==> config.mk <==
export PLATFORM = sky130hd
export DESIGN_NAME = wl_core_data_demux
export DESIGN_NICKNAME = d
export VERILOG_FILES = /design/src/rtl/wl_core_data_demux_pkg.sv /design/src/rtl/wl_core_data_demux_order_fifo.sv /design/src/rtl/wl_core_data_demux.sv
export SDC_FILE = /design/constraint.sdc
export NUM_CORES = 1
export LEC_CHECK = 0
export BUFFER_PORTS_ARGS = -buffer_cell sky130_fd_sc_hd__buf_4
export CAP_MARGIN = 25
export CORE_AREA = 2 2 171 173
export DETAILED_ROUTE_END_ITERATION = 8
export DIE_AREA = 0 0 173 175
export PLACE_DENSITY = 0.44
export SYNTH_ARGS = -nofsm -noshare
export SYNTH_HDL_FRONTEND = slang
export SYNTH_SLANG_ARGS = --single-unit
export TNS_END_PERCENT = 5
==> constraint.sdc <==
create_clock -name clk_i -period 2.6 [get_ports clk_i]
set_clock_uncertainty 0.2 [all_clocks]
set_input_delay 0.26 -clock clk_i [delete_from_list [all_inputs] [get_ports clk_i]]
set_output_delay 0.26 -clock clk_i [all_outputs]
set_load 0.01 [all_outputs]
==> src/rtl/wl_core_data_demux_pkg.sv <==
// Shared types and constants for the core data-side demultiplexer.
//   - reqrsp channel structs between the Snitch LSU and its data-side targets
//   - NAPOT address rules for DataMem, CSR and HWPE config
//   - target index enum (the last index is the internal error responder)
//   - read data returned on a decode error
package wl_core_data_demux_pkg;

  localparam int unsigned AddrW = 32;
  localparam int unsigned DataW = 32;
  localparam int unsigned StrbW = DataW / 8;

  typedef struct packed {
    logic [AddrW-1:0] addr;
    logic             write;
    logic [DataW-1:0] data;
    logic [StrbW-1:0] strb;
    logic [1:0]       size;
  } core_data_req_chan_t;

  typedef struct packed {
    logic [DataW-1:0] data;
    logic             error;
  } core_data_rsp_chan_t;

  typedef struct packed {
    core_data_req_chan_t q;
    logic                q_valid;
    logic                p_ready;
  } core_data_req_t;

  typedef struct packed {
    core_data_rsp_chan_t p;
    logic                p_valid;
    logic                q_ready;
  } core_data_rsp_t;

  typedef struct packed {
    logic [AddrW-1:0] base;
    logic [AddrW-1:0] offset;
  } addr_napot_demux_rule_t;

  typedef enum logic [1:0] {
    DATA_MEM = 2'd0,
    CSR      = 2'd1,
    HWPE_CFG = 2'd2,
    ERR      = 2'd3
  } wl_data_tgt_e;

  localparam logic [AddrW-1:0] DataMemBaseAddr = 32'h0000_0000;
  localparam logic [AddrW-1:0] DataMemOffset   = 32'h0001_0000;
  localparam logic [AddrW-1:0] CsrBaseAddr     = 32'h0002_0000;
  localparam logic [AddrW-1:0] CsrOffset       = 32'h0000_1000;
  localparam logic [AddrW-1:0] HwpeCfgBaseAddr = 32'h0003_0000;
  localparam logic [AddrW-1:0] HwpeCfgOffset   = 32'h0000_1000;

  localparam int unsigned DataDemuxNumRules = 3;

  // Rule index equals the target index (DATA_MEM, CSR, HWPE_CFG).
  localparam addr_napot_demux_rule_t DataDemuxRules [DataDemuxNumRules] = '{
    '{base: DataMemBaseAddr, offset: DataMemOffset},
    '{base: CsrBaseAddr,     offset: CsrOffset},
    '{base: HwpeCfgBaseAddr, offset: HwpeCfgOffset}
  };

  localparam logic [DataW-1:0] DataDemuxErrData = 32'hBADC_AB1E;

  // A zero-sized rule would otherwise match every address (mask of all ones
  // inverted to zero), so it is excluded explicitly.
  function automatic logic napot_match(input logic [AddrW-1:0] addr,
                                       input addr_napot_demux_rule_t rule);
    return (rule.offset != '0) &&
           ((addr & ~(rule.offset - AddrW'(1))) == rule.base);
  endfunction

endpackage

==> src/rtl/wl_core_data_demux_order_fifo.sv <==
// wl_order_fifo: count-based FIFO remembering the target index of every
// outstanding request so responses can be returned in request order.
//   clk_i, rst_i   clock, asynchronous active-high reset
//   push_i/data_i  write an entry (ignored when full)
//   pop_i/data_o   read port; data_o is the registered head entry
//   full_o/empty_o occupancy flags
// There is no fall-through: full_o depends only on the registered count.
module wl_order_fifo #(
  parameter int unsigned Depth = 4,
  parameter int unsigned Width = 2
) (
  input  logic             clk_i,
  input  logic             rst_i,
  input  logic             push_i,
  input  logic [Width-1:0] data_i,
  input  logic             pop_i,
  output logic [Width-1:0] data_o,
  output logic             full_o,
  output logic             empty_o
);

  localparam int unsigned    PtrW     = (Depth > 1) ? $clog2(Depth) : 1;
  localparam logic [PtrW:0]  DepthCnt = (PtrW + 1)'(Depth);

  logic [PtrW-1:0]  wr_ptr_q, wr_ptr_d;
  logic [PtrW-1:0]  rd_ptr_q, rd_ptr_d;
  logic [PtrW:0]    cnt_q, cnt_d;
  logic [Width-1:0] mem_q [Depth];
  logic             push_en, pop_en;

  assign full_o  = (cnt_q == DepthCnt);
  assign empty_o = (cnt_q == '0);
  assign push_en = push_i & ~full_o;
  assign pop_en  = pop_i & ~empty_o;
  assign data_o  = mem_q[rd_ptr_q];

  // Depth is a power of two, so pointers wrap naturally.
  always_comb begin
    wr_ptr_d = push_en ? wr_ptr_q + 1'b1 : wr_ptr_q;
    rd_ptr_d = pop_en  ? rd_ptr_q + 1'b1 : rd_ptr_q;
    cnt_d    = cnt_q;
    unique case ({push_en, pop_en})
      2'b10:   cnt_d = cnt_q + 1'b1;
      2'b01:   cnt_d = cnt_q - 1'b1;
      default: cnt_d = cnt_q;
    endcase
  end

  always_ff @(posedge clk_i or posedge rst_i) begin
    if (rst_i) begin
      wr_ptr_q <= '0;
      rd_ptr_q <= '0;
      cnt_q    <= '0;
    end else begin
      wr_ptr_q <= wr_ptr_d;
      rd_ptr_q <= rd_ptr_d;
      cnt_q    <= cnt_d;
    end
  end

  // Storage needs no reset: entries are only read while the count covers them.
  always_ff @(posedge clk_i) begin
    if (push_en) mem_q[wr_ptr_q] <= data_i;
  end

  a_no_push_full: assert property (@(posedge clk_i) disable iff (rst_i)
    !(push_i && full_o));

endmodule

==> src/rtl/wl_core_data_demux.sv <==
// wl_core_data_demux: routes Snitch LSU reqrsp requests to DataMem, CSR and
// HWPE-cfg by NAPOT address rule; unmapped addresses get an internal error
// response. Responses return in request order via an order FIFO.
//   clk_i, rst_i   clock, asynchronous active-high reset
//   slv_req_i/o    core side (q, q_valid, p_ready / p, p_valid, q_ready)
//   mst_req_o/i    one reqrsp port per target
//   busy_o         high while any transaction is outstanding
module wl_core_data_demux
  import wl_core_data_demux_pkg::*;
#(
  parameter int unsigned      MaxTrans   = 4,
  parameter int unsigned      NumTargets = DataDemuxNumRules,
  parameter logic [DataW-1:0] ErrData    = DataDemuxErrData
) (
  input  logic                            clk_i,
  input  logic                            rst_i,
  input  core_data_req_t                  slv_req_i,
  output core_data_rsp_t                  slv_rsp_o,
  output core_data_req_t [NumTargets-1:0] mst_req_o,
  input  core_data_rsp_t [NumTargets-1:0] mst_rsp_i,
  output logic                            busy_o
);

  localparam int unsigned     TgtW   = $clog2(NumTargets + 1);
  localparam logic [TgtW-1:0] ErrIdx = TgtW'(NumTargets);

  logic [TgtW-1:0]       sel, head;
  logic [TgtW-1:0]       last_q, last_d;
  logic                  fifo_full, fifo_empty;
  logic                  accept_pre, accept, tgt_q_ready, pop;
  logic [NumTargets-1:0] tgt_p_valid;

  // First matching rule wins; no match selects the error responder.
  always_comb begin
    sel = ErrIdx;
    for (int unsigned r = 0; r < DataDemuxNumRules; r++) begin
      if ((r < NumTargets) && (sel == ErrIdx) &&
          napot_match(slv_req_i.q.addr, DataDemuxRules[r])) begin
        sel = TgtW'(r);
      end
    end
  end

  // The error responder is always ready.
  always_comb begin
    tgt_q_ready = 1'b1;
    for (int unsigned t = 0; t < NumTargets; t++) begin
      if (sel == TgtW'(t)) tgt_q_ready = mst_rsp_i[t].q_ready;
    end
  end

  // A target switch waits for the FIFO to drain, otherwise two targets could
  // answer out of order. accept_pre excludes the target's q_ready so the
  // forwarded q_valid never depends on it.
  assign accept_pre = ~rst_i & slv_req_i.q_valid & ~fifo_full &
                      (fifo_empty | (sel == last_q));
  assign accept     = accept_pre & tgt_q_ready;

  assign last_d = accept ? sel : last_q;

  always_ff @(posedge clk_i or posedge rst_i) begin
    if (rst_i) last_q <= '0;
    else       last_q <= last_d;
  end

  wl_order_fifo #(
    .Depth (MaxTrans),
    .Width (TgtW)
  ) i_order_fifo (
    .clk_i   (clk_i),
    .rst_i   (rst_i),
    .push_i  (accept),
    .data_i  (sel),
    .pop_i   (pop),
    .data_o  (head),
    .full_o  (fifo_full),
    .empty_o (fifo_empty)
  );

  // Request forwarding and response muxing, both driven by the FIFO head.
  always_comb begin
    mst_req_o         = '0;
    slv_rsp_o         = '0;
    slv_rsp_o.q_ready = accept;
    for (int unsigned t = 0; t < NumTargets; t++) begin
      mst_req_o[t].q       = slv_req_i.q;
      mst_req_o[t].q_valid = accept_pre & (sel == TgtW'(t));
      mst_req_o[t].p_ready = ~rst_i & ~fifo_empty & (head == TgtW'(t)) &
                             slv_req_i.p_ready;
    end
    if (!rst_i && !fifo_empty) begin
      if (head == ErrIdx) begin
        slv_rsp_o.p_valid = 1'b1;
        slv_rsp_o.p.data  = ErrData;
        slv_rsp_o.p.error = 1'b1;
      end else begin
        for (int unsigned t = 0; t < NumTargets; t++) begin
          if (head == TgtW'(t)) begin
            slv_rsp_o.p       = mst_rsp_i[t].p;
            slv_rsp_o.p_valid = mst_rsp_i[t].p_valid;
          end
        end
      end
    end
  end

  assign pop    = slv_rsp_o.p_valid & slv_req_i.p_ready;
  assign busy_o = ~fifo_empty;

  always_comb begin
    tgt_p_valid = '0;
    for (int unsigned t = 0; t < NumTargets; t++) begin
      tgt_p_valid[t] = mst_rsp_i[t].p_valid;
    end
  end

  a_q_stable: assert property (@(posedge clk_i) disable iff (rst_i)
    (slv_req_i.q_valid && !slv_rsp_o.q_ready) |=> $stable(slv_req_i.q));

  a_no_rsp_when_idle: assert property (@(posedge clk_i) disable iff (rst_i)
    fifo_empty |-> (tgt_p_valid == '0));

endmodule
# [Word level (Yosys, flattened, before mapping)]
# Memory sizes are Yosys's and may differ from the RTL's.
# Cells that the tools add are included.
[classes] n_addsub=4 n_eq_ne=13 mux=14 bitwise=21 reduce_logical=10
[ops] op="$mux 34" n=5
[ops] op="$eq 20x6->1 const B" n=2
[ops] op="$logic_not 32->1" n=1
[ops] op="$and 1x1->1" n=17
[ops] op="$eq 2x2->1 const B" n=6
[ops] op="$eq 2x1->1 const B" n=3
[ops] op="$mux 2" n=3
[ops] op="$pmux 3 s2" n=1
[ops] op="$mux 1" n=5
[ops] op="$add 2x1->2 const B" n=2
[ops] op="$logic_not 2->1" n=2
[ops] op="$add 3x1->3 const B" n=1
[ops] op="$eq 3x3->1 const B" n=1
[ops] op="$logic_and 1x1->1" n=3
[ops] op="$logic_not 3->1" n=1
[ops] op="$not 1->1" n=3
[ops] op="$sub 3x1->3 const B" n=1
[ops] op="$eq 2x2->1" n=1
[ops] op="$logic_not 1->1" n=2
[ops] op="$reduce_bool 2->1" n=1
[ops] op="$or 1x1->1" n=1
[totals] register_bits=9 ram_bits=8 inputBits=180 output_inout_bits=255 word_cells=67 mem_count=1
[mem_list] name="i_order_fifo.mem_q" words=4 word_bits=2 rd=1 rd_ports_with_merged_regs=0 wr=1 line_no="wl_core_data_demux_order_fifo.sv:28" text="logic [Width-1:0] mem_q [Depth];"

# [Depth between registers and ports, before layout]
[logic_depth] word_depth=16 depth_mapped=13 mapped_depth_nobuf=12

# [Cells and area by module]
# Synthesis repeated with hierarchy kept, for this count alone.
[hier_totals] cells_unflattened=452 area_unflattened_um2=3558.4
[by_module_without_submodules] mod="wl_core_data_demux" instances=1 cells_per_inst=404 area_each_um2=2829.0 seq_area_each_um2=50.0
[by_module_without_submodules] mod="wl_order_fifo" instances=1 cells_per_inst=48 area_each_um2=729.4 seq_area_each_um2=415.4

# [Least setup slack after synthesis]
# Ideal clock, no wire load.
[synth_timing] path_kind="input port to flip-flop" start="in slv_req_i[64] (netlist name)" end="reg i_order_fifo.cnt_q[2]" setup_ns=0.125 arrival_time_ns=2.567 required_time_ns=2.275 slack_ns=-0.292 cell_stages=12 path_buffers=0 cell_sequence="nor4_1 > nand4_1 > nor2_1 > mux2_2 > a211oi_4 > inv_1 > ha_1 > inv_1 > fa_1 > xor2_1 > nor2_1 > xor2_1"
[synth_between] elab_chain_cells=16 word_cells_on_any_way=25 cone_classes="9 x eq/ne; 7 x mux; 4 x bitwise; 5 x reduce/logical"
[synth_lines] item="start: declaration" line_no="wl_core_data_demux.sv:17" text="input core_data_req_t slv_req_i,"
[synth_lines] item="$logic_not 32->1" line_no="wl_core_data_demux_pkg.sv:72" text="((addr & ~(rule.offset - AddrW'(1))) == rule.base);"
[synth_lines] item="$mux 2" line_no="wl_core_data_demux.sv:37" text="if ((r < NumTargets) && (sel == ErrIdx) &&"
[synth_lines] item="$eq 2x2->1" line_no="wl_core_data_demux.sv:37"
[synth_lines] item="$logic_and 1x1->1" line_no="wl_core_data_demux.sv:37"
[synth_lines] item="$mux 2" line_no="wl_core_data_demux.sv:37"
[synth_lines] item="$eq 2x2->1" line_no="wl_core_data_demux.sv:37"
[synth_lines] item="$logic_and 1x1->1" line_no="wl_core_data_demux.sv:37"
[synth_lines] item="$mux 2 (*)" line_no="wl_core_data_demux.sv:37"
[synth_lines] item="$logic_not 2->1" line_no="wl_core_data_demux.sv:48" text="if (sel == TgtW'(t)) tgt_q_ready = mst_rsp_i[t].q_ready;"
[synth_lines] item="$mux 1 (3 in a row)" line_no="wl_core_data_demux.sv:48"
[synth_lines] item="$and 1x1->1 (*)" line_no="wl_core_data_demux.sv:57" text="assign accept = accept_pre & tgt_q_ready;"
[synth_lines] item="named net accept" line_no="wl_core_data_demux.sv:30" text="logic accept_pre, accept, tgt_q_ready, pop;"
[synth_lines] item="$and 1x1->1 (*)" line_no="wl_core_data_demux_order_fifo.sv:33" text="assign push_en = push_i & ~full_o;"
[synth_lines] item="$eq 2x1->1 or $eq 2x2->1 (tied branches)" line_no="wl_core_data_demux_order_fifo.sv:42" text="unique case ({push_en, pop_en})"
[synth_lines] item="$pmux 3 s2 or $reduce_bool 2->1 (tied branches)"
[synth_lines] item="end signal: assignment" line_no="wl_core_data_demux_order_fifo.sv:57" text="cnt_q <= cnt_d;"
[synth_lines] item="end: declaration" line_no="wl_core_data_demux_order_fifo.sv:27" text="logic [PtrW:0] cnt_q, cnt_d;"
# Mark *: on every way through the listed nets, which the timed path passes. The rest lies on a longest branch.
# A chain may end at the register's enable or synchronous reset.

# [Worst setup path after layout]
[layout_timing] start="reg i_order_fifo.rd_ptr_q[0]" end="reg i_order_fifo.cnt_q[2]"
[layout_between] elab_chain_cells=11 word_cells_on_any_way=16 cone_classes="5 x eq/ne; 6 x mux; 2 x bitwise; 2 x reduce/logical; 1 x memory"
[layout_lines] item="start: declaration" line_no="wl_core_data_demux_order_fifo.sv:26" text="logic [PtrW-1:0] rd_ptr_q, rd_ptr_d;"
[layout_lines] item="start signal: assignment" line_no="wl_core_data_demux_order_fifo.sv:56" text="rd_ptr_q <= rd_ptr_d;"
[layout_lines] item="$mem_v2 4x2 (*)"
[layout_lines] item="$logic_not 2->1" line_no="wl_core_data_demux.sv:98" text="if (head == TgtW'(t)) begin"
[layout_lines] item="$mux 34 (3 in a row)" line_no="wl_core_data_demux.sv:98"
[layout_lines] item="$mux 34 (*)" line_no="wl_core_data_demux.sv:92" text="if (head == ErrIdx) begin"
[layout_lines] item="$mux 34 (*)" line_no="wl_core_data_demux.sv:91" text="if (!rst_i && !fifo_empty) begin"
[layout_lines] item="$and 1x1->1 (*)" line_no="wl_core_data_demux.sv:107" text="assign pop = slv_rsp_o.p_valid & slv_req_i.p_ready;"
[layout_lines] item="$and 1x1->1 (*)" line_no="wl_core_data_demux_order_fifo.sv:34" text="assign pop_en = pop_i & ~empty_o;"
[layout_lines] item="named net i_order_fifo.pop_en" line_no="wl_core_data_demux_order_fifo.sv:29" text="logic push_en, pop_en;"
[layout_lines] item="$eq 2x1->1 or $eq 2x2->1 (tied branches)" line_no="wl_core_data_demux_order_fifo.sv:42"
[layout_lines] item="$pmux 3 s2 or $reduce_bool 2->1 (tied branches)"
# Marks and branches as above.

==> flow_summary.json <==
{
  "start_util": 0.122,
  "finalNetCount": 678,
  "clkTransAtPathRegs_ns": 0.05,
  "power_density_mw_per_mm2": 718,
  "clkSinkCount": 17,
  "hold_viol_final": 0,
  "first_global_vias": 3039,
  "hp-class": "in2reg",
  "startpoint": "i_order_fifo.rd_ptr_q[0]$_DFFE_PP0P_",
  "violations": "negative setup slack",
  "status": "finished with violations",
  "critPathMaxStageDelay_ns": 0.45,
  "design_area_mm2": 0.00461,
  "firstDrtPassIters": 4,
  "clk_path_buf_depth": 2,
  "ff_latch_area_um2": 467,
  "synth_top_area_cell": "buf_4",
  "die_h_um": 175,
  "htreeDepth": 1,
  "synth_edf_count": 8,
  "wirelength_um": 13400,
  "setup_ws_ns": -0.0522,
  "min_from": "slv_req_i[0]",
  "ir_drop_v": 0.000245,
  "vias": 2846,
  "total_power_mw": 3.31,
  "path_cells": "mux2i_2 -> mux2i_2 -> mux2_4 -> o22a_1 -> and2b_2 -> ha_4 -> inv_2 -> fa_2 -> xor2_1 -> nor2_1 -> xor2_1",
  "dpl_cell_area_mm2": 0.00437,
  "syn_nets": 629,
  "grt_use_met1": 0.0844,
  "drive_above_1_share": 0.654,
  "gp_congestion": 0.699,
  "placed_cells_incl_taps": 868,
  "finalCritPeriodShare": 1.02,
  "ys_async_sr_fraction": 0.529,
  "grt_max_degree": 23,
  "cts_root_buf": "clkbuf_16",
  "synth_cell_types": 33,
  "crit_family": "multiplexers",
  "multiInputGateArea_mm2": 0.00144,
  "layoutNonFillerInstCount": 875,
  "start_kind": "register",
  "antenna_found_initial": 1,
  "drv_cap": 0,
  "grt_pass1_wl_um": 19100,
  "reg2reg_depth": 11,
  "n_antenna_cell": 0,
  "yosysWarnings": 0,
  "die_area_mm2": 0.0303,
  "avgSynthCellArea_um2": 7.83,
  "cp_slowest_cell": "dfrtp_2",
  "synth_cells": 443,
  "p_leak_nw": 2.18,
  "drcViolationCount": 0,
  "area_delta_synth_final_pct": 32.8,
  "fmax_mhz": 377,
  "grt_overflow_total": 0,
  "synth_area_leaders": "buf_4 (47%), mux2i_1 (11%), edfxtp_1 (6.9%)",
  "core_mm2": 0.0284,
  "cp_max_fo": 4,
  "die_w_um": 173,
  "drt-initial-drc-count": 80,
  "wire_per_inst_um": 15.3,
  "arrival_ns": 2.58,
  "slew_viol_final": 0,
  "synth_seq_cells": 17,
  "r2r_start": "i_order_fifo.rd_ptr_q[0]$_DFFE_PP0P_",
  "dp_hpwl_um": 11500,
  "synth.yosys.seq_area_share": 0.134,
  "whs_path_depth": 3,
  "critPathKind": "reg2reg",
  "worst_pin_slew_ns": 0.424,
  "setup_viol": 9,
  "use_met3": 0.0387,
  "port_buffers": 230,
  "yosys.area.top_type_share": 0.465,
  "grt_busiest_layer": "met2",
  "syn-cell-area_mm2": 0.00347,
  "worstSkewPairLatency_ns": 0.24,
  "use_met2": 0.152,
  "fin_crit_ns": 2.65,
  "path_depth": 11,
  "rsz0062_at_grt": "yes",
  "num-fill-cells": 3273,
  "detail-route-antenna-nets": 0,
  "cp_num_buf_inv": 1,
  "relSlewSlack": 0.717,
  "numCtsBuffers": 3,
  "end_kind": "register",
  "cts_tree": "built",
  "boundaryPins": 435,
  "worstPathRequired_ns": 2.53,
  "track_usage": 0.0829,
  "routed_via_density": 3.25,
  "num_rows": 62,
  "synth_top_flop_cell": "dfrtp_1"
}
-- kinds of logic (layout without fill, tap and decap cells) --
logic type	Yosys count	in the layout	synth area share
multiplexers	45	45	0.136
AO/OA/AOI/OAI	65	65	0.105
buffers and inverters	239	287	0.493
XOR/XNOR	8	8	0.0202
adder cells (fa/ha/maj)	6	6	0.0238
flip-flops	17	17	0.134
AND/OR/NAND/NOR	63	63	0.0884
-- registers in the layout, indices dropped and copies added (netlist names) --
register	cells
i_order_fifo.rd_ptr_q	2
i_order_fifo.wr_ptr_q	2
last_q	2
i_order_fifo.cnt_q	3
i_order_fifo.mem_q	8
-- worst paths after layout --
path	slack (ns)	end
worst min register to register	0.32	i_order_fifo.cnt_q[0]$_DFFE_PP0P_
worst max-delay path	-0.05	i_order_fifo.cnt_q[2]$_DFFE_PP0P_
max in group asynchronous	1.50	i_order_fifo.rd_ptr_q[0]$_DFFE_PP0P_
min in group asynchronous	0.40	i_order_fifo.cnt_q[2]$_DFFE_PP0P_
worst min-delay path	0.13	i_order_fifo.rd_ptr_q[1]$_DFFE_PP0P_
worst max register to register	-0.05	i_order_fifo.cnt_q[2]$_DFFE_PP0P_
-- cell type report --
type,instances,share of cell area
Inverter,10,0.00815
Clock buffer,4,0.0171
Tap cell,384,0.104
Multi-Input combinational cell,187,0.313
Sequential cell,17,0.101
Timing Repair Buffer,273,0.456
-- power breakdown --
| part | internal (mW) | switching, mW |
|---|---|---|
| sequential | 0.355 | 0.0686 |
| combinational | 1.26 | 1.33 |
| clock | 0.207 | 0.0902 |
-- synth_stat cells, types with 2 or more instances --
library cell / instances
a21oi_1: 36
and2_2: 4
and4_1: 2
buf_2: 6
buf_4: 215
clkbuf_1: 8
dfrtp_1: 9
edfxtp_1: 8
ha_1: 5
inv_1: 10
mux2_2: 6
mux2i_1: 38
nand2_1: 6
nand4_1: 2
nor2_1: 37
nor3_1: 3
nor4_1: 4
o21ai_0: 23
xnor2_1: 5
xor2_1: 3
-- repair_timing --
action / 4_1_cts / 5_1_grt
pin swaps: 6 / 12
buffers inserted: 0 / 1
gates resized for setup: 26 / 28
cloned: 1 / 0
endpoints found under the setup margin: 35 / 37
hold buffers: 1 / 0
hold endpoints to repair: 9 / 0
-- layout by cell type (no fill, tap or decap), types with 3 or more instances in the layout --
master     netlist  final
buf_4          215    265
nor2_1          37     34
mux2i_1         38     34
a21oi_1         36     26
o21ai_1          0     16
a21oi_2          0     10
inv_1           10      9
dfrtp_1          9      8
edfxtp_1         8      8
nand2_1          6      6
xnor2_1          5      5
o21ai_0         23      4
mux2_2           6      4
mux2i_2          0      4
and2_2           4      4
ha_1             5      4
nor3_1           3      3
xor2_1           3      3
o21ai_2          0      3
clkbuf_16        0      3
buf_6            0      3
-- worst register-to-register path: cells and delay by family (launching register included) --
family                     cells  cell delay [ns]
muxes                          3             0.70
DFF                            1             0.45
adders and majority gates      2             0.34
xor gates and xnor gates       2             0.30
and+or+nand+nor                2             0.29
AOI/OAI and AO/OA              1             0.21
buffers and inverters          1             0.04
-- layer usage --
metal / routed length (um) / vias up
li1: - / 1347
met1: 4600 / 1217
met2: 6780 / 243
met3: 1670 / 37
met4: 343 / 2
met5: 16 / -
-- stage by stage --
step                 util  hold slack (ns)  TNS (ns)  worst slack [ns]
finish              0.162            0.131    -0.182           -0.0522
global route        0.162            0.158     -2.37            -0.185
CTS                 0.160            0.136    -0.566           -0.0685
detailed placement  0.154            0.108    -0.407            -0.210
global placement    0.154            0.112    -0.304            -0.183
floorplan               -           -0.104    -0.332            -0.175
No activity file was read; power rests on OpenSTA's default activity.
